## config.mk

```make
export PLATFORM = sky130hd
export DESIGN_NAME = riscv_lsu
export DESIGN_NICKNAME = d
export VERILOG_FILES = /design/src/rtl/riscv_lsu_pkg.sv /design/src/rtl/riscv_lsu_align.sv /design/src/rtl/riscv_lsu.sv
export SDC_FILE = /design/constraint.sdc
export NUM_CORES = 1
export LEC_CHECK = 0
export ABC_CLOCK_PERIOD_IN_PS = 4600
export BUFFER_PORTS_ARGS = -buffer_cell sky130_fd_sc_hd__buf_2
export CORE_MARGIN = 2
export CORE_UTILIZATION = 54
export DETAILED_ROUTE_END_ITERATION = 8
export GPL_TIMING_DRIVEN = 1
export PLACE_DENSITY = 0.95
export SETUP_SLACK_MARGIN = 0.5
export SKIP_LAST_GASP = 1
export SYNTH_ARGS = -nofsm -noshare
export SYNTH_HDL_FRONTEND = slang
export SYNTH_SLANG_ARGS = --single-unit
```

## constraint.sdc

```tcl
create_clock -name i_clk -period 4.6 [get_ports i_clk]
set_clock_uncertainty 0.15 [all_clocks]
set_input_delay 0.92 -clock i_clk [delete_from_list [all_inputs] [get_ports i_clk]]
set_output_delay 0.92 -clock i_clk [all_outputs]
set_load 0.1 [all_outputs]
```

## src/rtl/riscv_lsu_pkg.sv

```systemverilog
// Shared load/store unit configuration: data width, funct3 encodings,
// FSM state encodings and the access-size decode.
package riscv_lsu_pkg;

   localparam int unsigned XLEN = 32;

   localparam logic [2:0] LSU_B  = 3'b000;
   localparam logic [2:0] LSU_H  = 3'b001;
   localparam logic [2:0] LSU_W  = 3'b010;
   localparam logic [2:0] LSU_BU = 3'b100;
   localparam logic [2:0] LSU_HU = 3'b101;

   typedef logic [1:0] lsu_state_t;

   localparam lsu_state_t ST_IDLE = 2'd0;
   localparam lsu_state_t ST_REQ  = 2'd1;
   localparam lsu_state_t ST_RSP  = 2'd2;
   localparam lsu_state_t ST_DONE = 2'd3;

   typedef enum logic [1:0] {
      SZ_B,
      SZ_H,
      SZ_W
   } lsu_size_e;

   // Unused funct3 codes fall through to word accesses.
   function automatic lsu_size_e lsu_size(input logic [2:0] funct3);
      case (funct3)
         LSU_B, LSU_BU: return SZ_B;
         LSU_H, LSU_HU: return SZ_H;
         default:       return SZ_W;
      endcase
   endfunction

endpackage

```

## src/rtl/riscv_lsu_align.sv

```systemverilog
// Combinational lane logic: byte enables, store-data replication,
// load extract/extend and misalignment detection.
module riscv_lsu_align
   import riscv_lsu_pkg::*;
(
   input  logic [2:0]      funct3,
   input  logic [1:0]      addr_lo,
   input  logic [XLEN-1:0] wdata,
   input  logic [XLEN-1:0] rword,
   output logic            misalign,
   output logic [3:0]      be,
   output logic [XLEN-1:0] wdata_rep,
   output logic [XLEN-1:0] rdata_ext
);

   logic [7:0]  rbyte;
   logic [15:0] rhalf;
   logic        sext;

   always_comb begin
      case (addr_lo)
         2'd0:    rbyte = rword[7:0];
         2'd1:    rbyte = rword[15:8];
         2'd2:    rbyte = rword[23:16];
         default: rbyte = rword[31:24];
      endcase
      rhalf = addr_lo[1] ? rword[31:16] : rword[15:0];
      // funct3[2] marks the unsigned (BU/HU) variants.
      sext  = ~funct3[2];

      misalign  = 1'b0;
      be        = '1;
      wdata_rep = wdata;
      rdata_ext = rword;

      case (lsu_size(funct3))
         SZ_B: begin
            be        = 4'b0001 << addr_lo;
            wdata_rep = {4{wdata[7:0]}};
            rdata_ext = {{24{sext & rbyte[7]}}, rbyte};
         end
         SZ_H: begin
            misalign  = addr_lo[0];
            be        = addr_lo[1] ? 4'b1100 : 4'b0011;
            wdata_rep = {2{wdata[15:0]}};
            rdata_ext = {{16{sext & rhalf[15]}}, rhalf};
         end
         default: begin
            misalign = |addr_lo;
         end
      endcase
   end

endmodule

```

## src/rtl/riscv_lsu.sv

```systemverilog
// Memory-stage load/store unit: request/grant/response bus master with
// pipeline stall, response timeout and extended load data.
module riscv_lsu #(
   parameter int unsigned XLEN    = 32,
   parameter int unsigned TIMEOUT = 255
) (
   input  logic            i_clk,
   input  logic            i_rstn,
   input  logic            i_lsu_req_valid,
   input  logic            i_lsu_we,
   input  logic [2:0]      i_lsu_funct3,
   input  logic [XLEN-1:0] i_lsu_addr,
   input  logic [XLEN-1:0] i_lsu_wdata,
   output logic            o_lsu_stall,
   output logic [XLEN-1:0] o_lsu_rdata,
   output logic            o_lsu_misalign,
   output logic            o_lsu_bus_err,
   output logic            o_dmem_req,
   input  logic            i_dmem_gnt,
   output logic            o_dmem_we,
   output logic [XLEN-1:0] o_dmem_addr,
   output logic [3:0]      o_dmem_be,
   output logic [XLEN-1:0] o_dmem_wdata,
   input  logic            i_dmem_rvalid,
   input  logic [XLEN-1:0] i_dmem_rdata
);
   import riscv_lsu_pkg::*;

   localparam int unsigned   CW      = $clog2(TIMEOUT + 1);
   localparam logic [CW-1:0] CNT_MAX = CW'(TIMEOUT);

   lsu_state_t      state_q, state_d;
   logic [CW-1:0]   cnt_q, cnt_d;
   logic            we_q, we_d;
   logic [2:0]      funct3_q, funct3_d;
   logic [XLEN-1:0] addr_q, addr_d;
   logic [3:0]      be_q, be_d;
   logic [XLEN-1:0] wdata_q, wdata_d;
   logic [XLEN-1:0] rdata_q, rdata_d;
   logic            misalign_q, misalign_d;
   logic            bus_err_q, bus_err_d;

   logic            idle;
   logic [2:0]      al_funct3;
   logic [1:0]      al_addr_lo;
   logic            al_misalign;
   logic [3:0]      al_be;
   logic [XLEN-1:0] al_wdata;
   logic [XLEN-1:0] al_rdata;

   // One lane unit serves both phases: live request fields while idle
   // (misalign check, capture), captured fields afterwards (load extract).
   assign idle       = (state_q == ST_IDLE);
   assign al_funct3  = idle ? i_lsu_funct3    : funct3_q;
   assign al_addr_lo = idle ? i_lsu_addr[1:0] : addr_q[1:0];

   riscv_lsu_align u_align (
      .funct3    (al_funct3),
      .addr_lo   (al_addr_lo),
      .wdata     (i_lsu_wdata),
      .rword     (i_dmem_rdata),
      .misalign  (al_misalign),
      .be        (al_be),
      .wdata_rep (al_wdata),
      .rdata_ext (al_rdata)
   );

   always_comb begin
      state_d    = state_q;
      cnt_d      = cnt_q;
      we_d       = we_q;
      funct3_d   = funct3_q;
      addr_d     = addr_q;
      be_d       = be_q;
      wdata_d    = wdata_q;
      rdata_d    = rdata_q;
      misalign_d = 1'b0;
      bus_err_d  = 1'b0;

      case (state_q)
         ST_IDLE: begin
            if (i_lsu_req_valid) begin
               if (al_misalign) begin
                  misalign_d = 1'b1;
               end else begin
                  we_d     = i_lsu_we;
                  funct3_d = i_lsu_funct3;
                  addr_d   = i_lsu_addr;
                  be_d     = al_be;
                  wdata_d  = al_wdata;
                  state_d  = ST_REQ;
               end
            end
         end
         ST_REQ: begin
            if (i_dmem_gnt) begin
               cnt_d   = '0;
               state_d = ST_RSP;
            end
         end
         ST_RSP: begin
            cnt_d = cnt_q + 1'b1;
            // A response arriving on the timeout cycle still completes normally.
            if (i_dmem_rvalid) begin
               if (!we_q) begin
                  rdata_d = al_rdata;
               end
               state_d = ST_DONE;
            end else if (cnt_d == CNT_MAX) begin
               rdata_d   = '0;
               bus_err_d = 1'b1;
               state_d   = ST_DONE;
            end
         end
         ST_DONE: begin
            state_d = ST_IDLE;
         end
         default: begin
            state_d = ST_IDLE;
         end
      endcase
   end

   always_ff @(posedge i_clk or negedge i_rstn) begin
      if (!i_rstn) begin
         state_q    <= ST_IDLE;
         cnt_q      <= '0;
         we_q       <= 1'b0;
         funct3_q   <= '0;
         addr_q     <= '0;
         be_q       <= '0;
         wdata_q    <= '0;
         rdata_q    <= '0;
         misalign_q <= 1'b0;
         bus_err_q  <= 1'b0;
      end else begin
         state_q    <= state_d;
         cnt_q      <= cnt_d;
         we_q       <= we_d;
         funct3_q   <= funct3_d;
         addr_q     <= addr_d;
         be_q       <= be_d;
         wdata_q    <= wdata_d;
         rdata_q    <= rdata_d;
         misalign_q <= misalign_d;
         bus_err_q  <= bus_err_d;
      end
   end

   assign o_lsu_stall    = i_lsu_req_valid & ~al_misalign & (state_q != ST_DONE);
   assign o_lsu_rdata    = rdata_q;
   assign o_lsu_misalign = misalign_q;
   assign o_lsu_bus_err  = bus_err_q;
   assign o_dmem_req     = (state_q == ST_REQ);
   assign o_dmem_we      = we_q;
   assign o_dmem_addr    = {addr_q[XLEN-1:2], 2'b00};
   assign o_dmem_be      = be_q;
   assign o_dmem_wdata   = wdata_q;

endmodule

```

==> results.ini, run 1 <==
[sta]
fmax_ghz = 0.253
worst_pin_slew_ps = 1220
drv_slew = 0
min_period_ps = 3950
fin_tns_setup_ps = 0
setup_viol_count_final = 0
rsz0062_at_grt = false
max_slew_margin = 0.186
hold_violations = 0
period_share = 0.858

[final_layout]
final_common_cell = buf_2
areaGrowthSynthToFinish_pct = 26.6
fillers = 737
final-seq-area_sq_um = 2900
layoutNonFillerInstCount = 841
fin_nets = 802
fin_util = 0.709
drive_gt1_frac = 0.443
finalInstanceArea_sq_um = 7350
multi_input_area_sq_um = 2500
mostFrequentLayoutCells = 205 x buf_2, 116 x dfrtp_1, 63 x nand2_1, 51 x mux2_2, 36 x o21ai_0

[grt]
globalRouteOverflowTotal = 0
grt_pass1_vias = 4829
track_usage = 0.265
grt_first_pass_wirelength_um = 24000
grt_antenna_before_repair = 1
grt_start_max_net_pins = 75

[routing]
vias = 4961
drt-wirelength-per-cell_um = 18.4
viasPerCell = 5.90
drt-pass1-iter-count = 8
drt_iter0_markers = 482
ant_nets = 0
drc = 0
wirelength_um = 15500

[logic_synthesis]
yosysWarnings = 0
async_reset_ff_frac = 1.00
post-synth-top-area-cell = dfrtp_1
ys_ff_latch = 116
synth_top_family_by_area = compound AO/OA/AOI/OAI gates
synthAdderAreaFrac = 0.0129
synth_area_leaders = dfrtp_1 50%, mux2_2 10%, mux2i_1 5.3%, buf_4 4.4%, nand2_1 4.1%
synthXorXnorAreaFrac = 0.00151
synth.avg_cell_area_sq_um = 11.2
syn_inst = 518
synthSimpleGateAreaFrac = 0.0927
synth_edf_count = 0
synth_compound_area_frac = 0.162
netlist_area_sq_um = 5800
ys_seq_area_frac = 0.500
synthMuxAreaShare = 0.157
synth_top_area_frac = 0.500
synth.distinct_cells = 54
synth_flop_cell = dfrtp_1

[clock_tree]
cts_hold_buf = 0
clk_path_buf_depth = 2
cts_max_level = 4
root_buffer = clkbuf_8
clk_pin_slew_ps = 60
cts_tree = built
cts-buffers-inserted = 17
clkSinkCount = 116
insertion_delay_ps = 480

[critical_path]
r2r-start = state_q[0]
cp_data_arrival_time_ps = 2880
cp-end-kind = primary output
cpPeakStageDelay_ps = 490
path_class = flop to primary output
startpoint_type = flop
path_max_fanout = 31
startpoint = state_q[0]
r2r_cells = 8
cp-endpoint = o_lsu_stall
r2r-end = addr_q[8]
ff2ff_setup_slack_ps = 1540
path_cells = inv_1 -> ha_1 -> buf_4 -> mux2_4 -> a21oi_2 -> o21ai_0 -> nor2_1 -> buf_12
critPathSlowestCell = mux2_4
crit_required_ps = 3530

[die]
num_rows = 37
die_area_sq_um = 11600
die-width_um = 108
fp.dieH_um = 108
core_area_sq_um = 10400
initial_utilization = 0.560
ioPinCount = 210

[placement]
gp_congestion = 0.882
port_buffers = 207
placed_area_sq_um = 6720
dpl.cell_count = 808
dp_hpwl_um = 11300

[flow_run]
drv_cap = 0

[hold_path]
holdCritPathClass = flop to flop

[outcome]
outcome = finished clean

## final cells by class
class,instances,share of cell area
diodes,1,0.000341
clock buffers,20,0.0606
clock inverters,12,0.0242
inverters,6,0.00306
multi-input cells,333,0.340
flip-flops and latches,116,0.395
well taps,136,0.0232
repair buffers,217,0.154
## worst min-delay path by stage
stage,depth (start not counted),start,endpoint
finish,2,o_dmem_be[2],o_dmem_be[2]
global placement,2,o_dmem_wdata[31],o_dmem_wdata[31]
detailed placement,2,o_dmem_be[2],o_dmem_be[2]
global route,1,o_lsu_rdata[8],o_lsu_rdata[8]
CTS,2,o_dmem_be[2],o_dmem_be[2]
floorplan,1,funct3_q[2],funct3_q[2]
## cell families (layout without fill, tap and decap cells)
logic type | after synthesis | in the layout
buf+inv | 70 | 255
compound gates | 123 | 123
simple gates | 117 | 117
other cells | 1 | 3
flops | 116 | 116
fa+ha+maj | 6 | 6
mux | 84 | 84
xor+xnor | 1 | 1
## Yosys cell counts (all sizes together), types with 6 or more instances
master     n
ha         6
a221oi     9
a21oi     16
dfrtp    116
clkbuf    14
a221o     17
mux2i     31
nor2      19
a222oi     7
o21ai     38
nand2     63
o2bb2ai   16
mux2      53
inv        6
buf       50
## timing repair
item,4_1_cts,5_1_grt
resized for setup,1,1
setup endpoints to repair,1,1
setup buffers,0,0
## through the flow
stage          worst slack (ps)  hold slack (ps)
2_1_floorplan               528              325
3_3_place_gp                997              310
3_5_place_dp                954              315
4_1_cts                     550              327
5_1_grt                     545              349
6_report                    652              319
## flip-flops by register name, indices dropped and copies added, names as in the netlist
name,cells
addr_q,32
o_dmem_wdata,32
o_lsu_rdata,32
cnt_q,8
o_dmem_be,4
funct3_q,3
state_q,2
o_dmem_we,1
o_lsu_bus_err,1
o_lsu_misalign,1
## worst max-delay path: cells and delay by family, from the launching register on
kind                       cells  cell delay [ps]
AOI/OAI and AO/OA              2              410
adders and majority gates      1              200
buffers and inverters          3              630
DFF                            1              400
muxes                          1              490
and+or+nand+nor                1              260
## routing by layer
metal	up-vias	wire length, um	GRT usage
li1	2224	-	-
met1	2432	6120	0.328
met2	273	7840	0.450
met3	32	1150	0.0581
met4	0	354	0.109
met5	-	0	0
Power of run 1 is left out: the tool's default activity adds up to more than one toggle a clock period on the data nets, which glitch-free logic cannot reach.
==> run 2: changes to the inputs <==
--- a/config.mk
+++ b/config.mk
@@ -7,8 +7,10 @@
 export LEC_CHECK = 0
 export ABC_CLOCK_PERIOD_IN_PS = 4600
 export BUFFER_PORTS_ARGS = -buffer_cell sky130_fd_sc_hd__buf_2
+export CELL_PAD_IN_SITES_DETAIL_PLACEMENT = 1
+export CELL_PAD_IN_SITES_GLOBAL_PLACEMENT = 2
 export CORE_MARGIN = 2
-export CORE_UTILIZATION = 54
+export CORE_UTILIZATION = 33
 export DETAILED_ROUTE_END_ITERATION = 8
 export GPL_TIMING_DRIVEN = 1
 export PLACE_DENSITY = 0.95
==> run 2 against run 1 <==
Compared with the run above:
- non-clock buffer count did not move
- critical path depth shrank 1
- clock-buffer cell count is 1 higher
- critical path type unchanged
- largest cell class unchanged
==> results.ini, run 2 (synthesis results as in run 1) <==
[hold_path]
holdCritPathClass = flop to flop
worstHoldStart = o_dmem_be[2]

[grt]
globalRouteOverflowTotal = 0  ; unchanged
grt_antenna_before_repair = 1  ; unchanged
track_usage = 0.198  ; -0.0674
grt_first_pass_wirelength_um = 28200  ; +17%
grt_pass1_vias = 5242  ; +8.6%
grt_start_max_net_pins = 72  ; -4.0%

[final_layout]
drive_gt1_frac = 0.444  ; +0.000630
mostFrequentLayoutCells = 205 x buf_2, 116 x dfrtp_1, 63 x nand2_1, 51 x mux2_2, 36 x o21ai_0
areaGrowthSynthToFinish_pct = 28.2
final_common_cell = buf_2
fin_nets = 802  ; unchanged

[critical_path]
path_class = flop to primary output
cp_data_arrival_time_ps = 2810  ; -70 ps
startpoint = state_q[0]
r2r-start = state_q[0]
critPathTopFamily = multiplexers
path_cells = inv_1 -> ha_2 -> mux2_4 -> a21oi_1 -> o21ai_0 -> nor2_1 -> buf_12
critPathSlowestCell = mux2_4
crit_required_ps = 3530  ; about the same
path_max_fanout = 31  ; unchanged
cpPeakStageDelay_ps = 500  ; about the same
ff2ff_setup_slack_ps = 1540  ; about the same
cp-end-kind = primary output
critPathBufInv = 2  ; -1
startpoint_type = flop

[sta]
max_slew_margin = 0.285  ; +0.0988
period_share = 0.843  ; -0.0150
rsz0062_at_grt = false
drv_slew = 0  ; unchanged
min_period_ps = 3880  ; -69.1 ps
hold_violations = 0  ; unchanged
worst_pin_slew_ps = 1070  ; -148 ps
fin_tns_setup_ps = 0  ; unchanged
setup_viol_count_final = 0  ; unchanged
fmax_ghz = 0.258  ; +1.8%

[die]
die_area_sq_um = 18700  ; +61%
die-width_um = 137  ; +27%
fp.dieH_um = 137  ; +27%
initial_utilization = 0.337  ; -0.223
num_rows = 48  ; +30%
ioPinCount = 210  ; unchanged
core_area_sq_um = 17200  ; +66%

[routing]
vias = 4854  ; -2.2%
viasPerCell = 5.22  ; -11%
drc = 0  ; unchanged
drt-wirelength-per-cell_um = 19.6  ; +6.8%
drt_iter0_markers = 252  ; -48%
wirelength_um = 18200  ; +18%
ant_nets = 0  ; unchanged
drt-pass1-iter-count = 7  ; -1

[outcome]
outcome = finished clean

[placement]
port_buffers = 207  ; unchanged
gp_congestion = 0.875  ; -0.71%
dp_hpwl_um = 13900  ; +23%

[clock_tree]
root_buffer = clkbuf_16
cts_tree = built
postCtsSetupRepairBufs = 0  ; unchanged
insertion_delay_ps = 410  ; -70 ps
clk_pin_slew_ps = 50  ; about the same
clk_path_buf_depth = 2  ; unchanged
cts_max_level = 4  ; unchanged
cts-buffers-inserted = 17  ; unchanged
clkSinkCount = 116  ; unchanged

[flow_run]
drv_cap = 0  ; unchanged

[run 2: metal layers]
layer	GRT usage	vias up	part of all wire	wire length, um
li1	-	2210	-	-
met1	0.226	2397	0.39	7060
met2	0.344	208	0.51	9220
met3	0.0574	39	0.081	1480
met4	0.0862	0	0.026	470
met5	0	-	0	0
[run 2: worst reg2reg max path: stages, from the launching register on]
cell and delay [ps]:
dfrtp_1 400, inv_1 110, ha_2 360, mux2_4 480
a21oi_1 220, o211ai_4 230, buf_4 540, buf_4 330
o21ai_0 120
[run 2: final cells by class]
class	instances	area [sq um]
multi-input combinational	333	2500
clock inverter	10	130
tap	225	282
inverter	6	22.5
clock buffer	21	470
timing repair buffer	217	1130
sequential	116	2900
fill	1914	9800
antenna	1	2.50
[run 2: worst paths after layout]
path,endpoint,depth (start not counted)
setup / recovery,o_lsu_stall,7
hold / removal,o_dmem_be[2],2
setup reg to reg,o_dmem_wdata[21],8
hold reg to reg,o_dmem_be[2],2
max in group asynchronous,o_dmem_wdata[8],2
min in group asynchronous,addr_q[29],1
[run 2: metrics by stage]
| step | hold WS, ps | setup WS (ps) | cell area (sq um) | util | cells |
|---|---|---|---|---|---|
| 4_1_cts | 340 | 585 | 7430 | 0.431 | 928 |
| 5_1_grt | 357 | 610 | 7440 | 0.431 | 929 |
| 2_1_floorplan | 325 | 528 | 5810 | - | 519 |
| 3_3_place_gp | 312 | 944 | 6830 | 0.396 | 897 |
| 6_report | 331 | 721 | 7440 | 0.431 | 929 |
| 3_5_place_dp | 328 | 840 | 6830 | 0.396 | 897 |
[run 2: timing repair]
item,4_1_cts,5_1_grt
gates resized for setup,2,1
endpoints found under the setup margin,1,1
hold buffers,0,0
Power of run 2 is left out for the same reason.
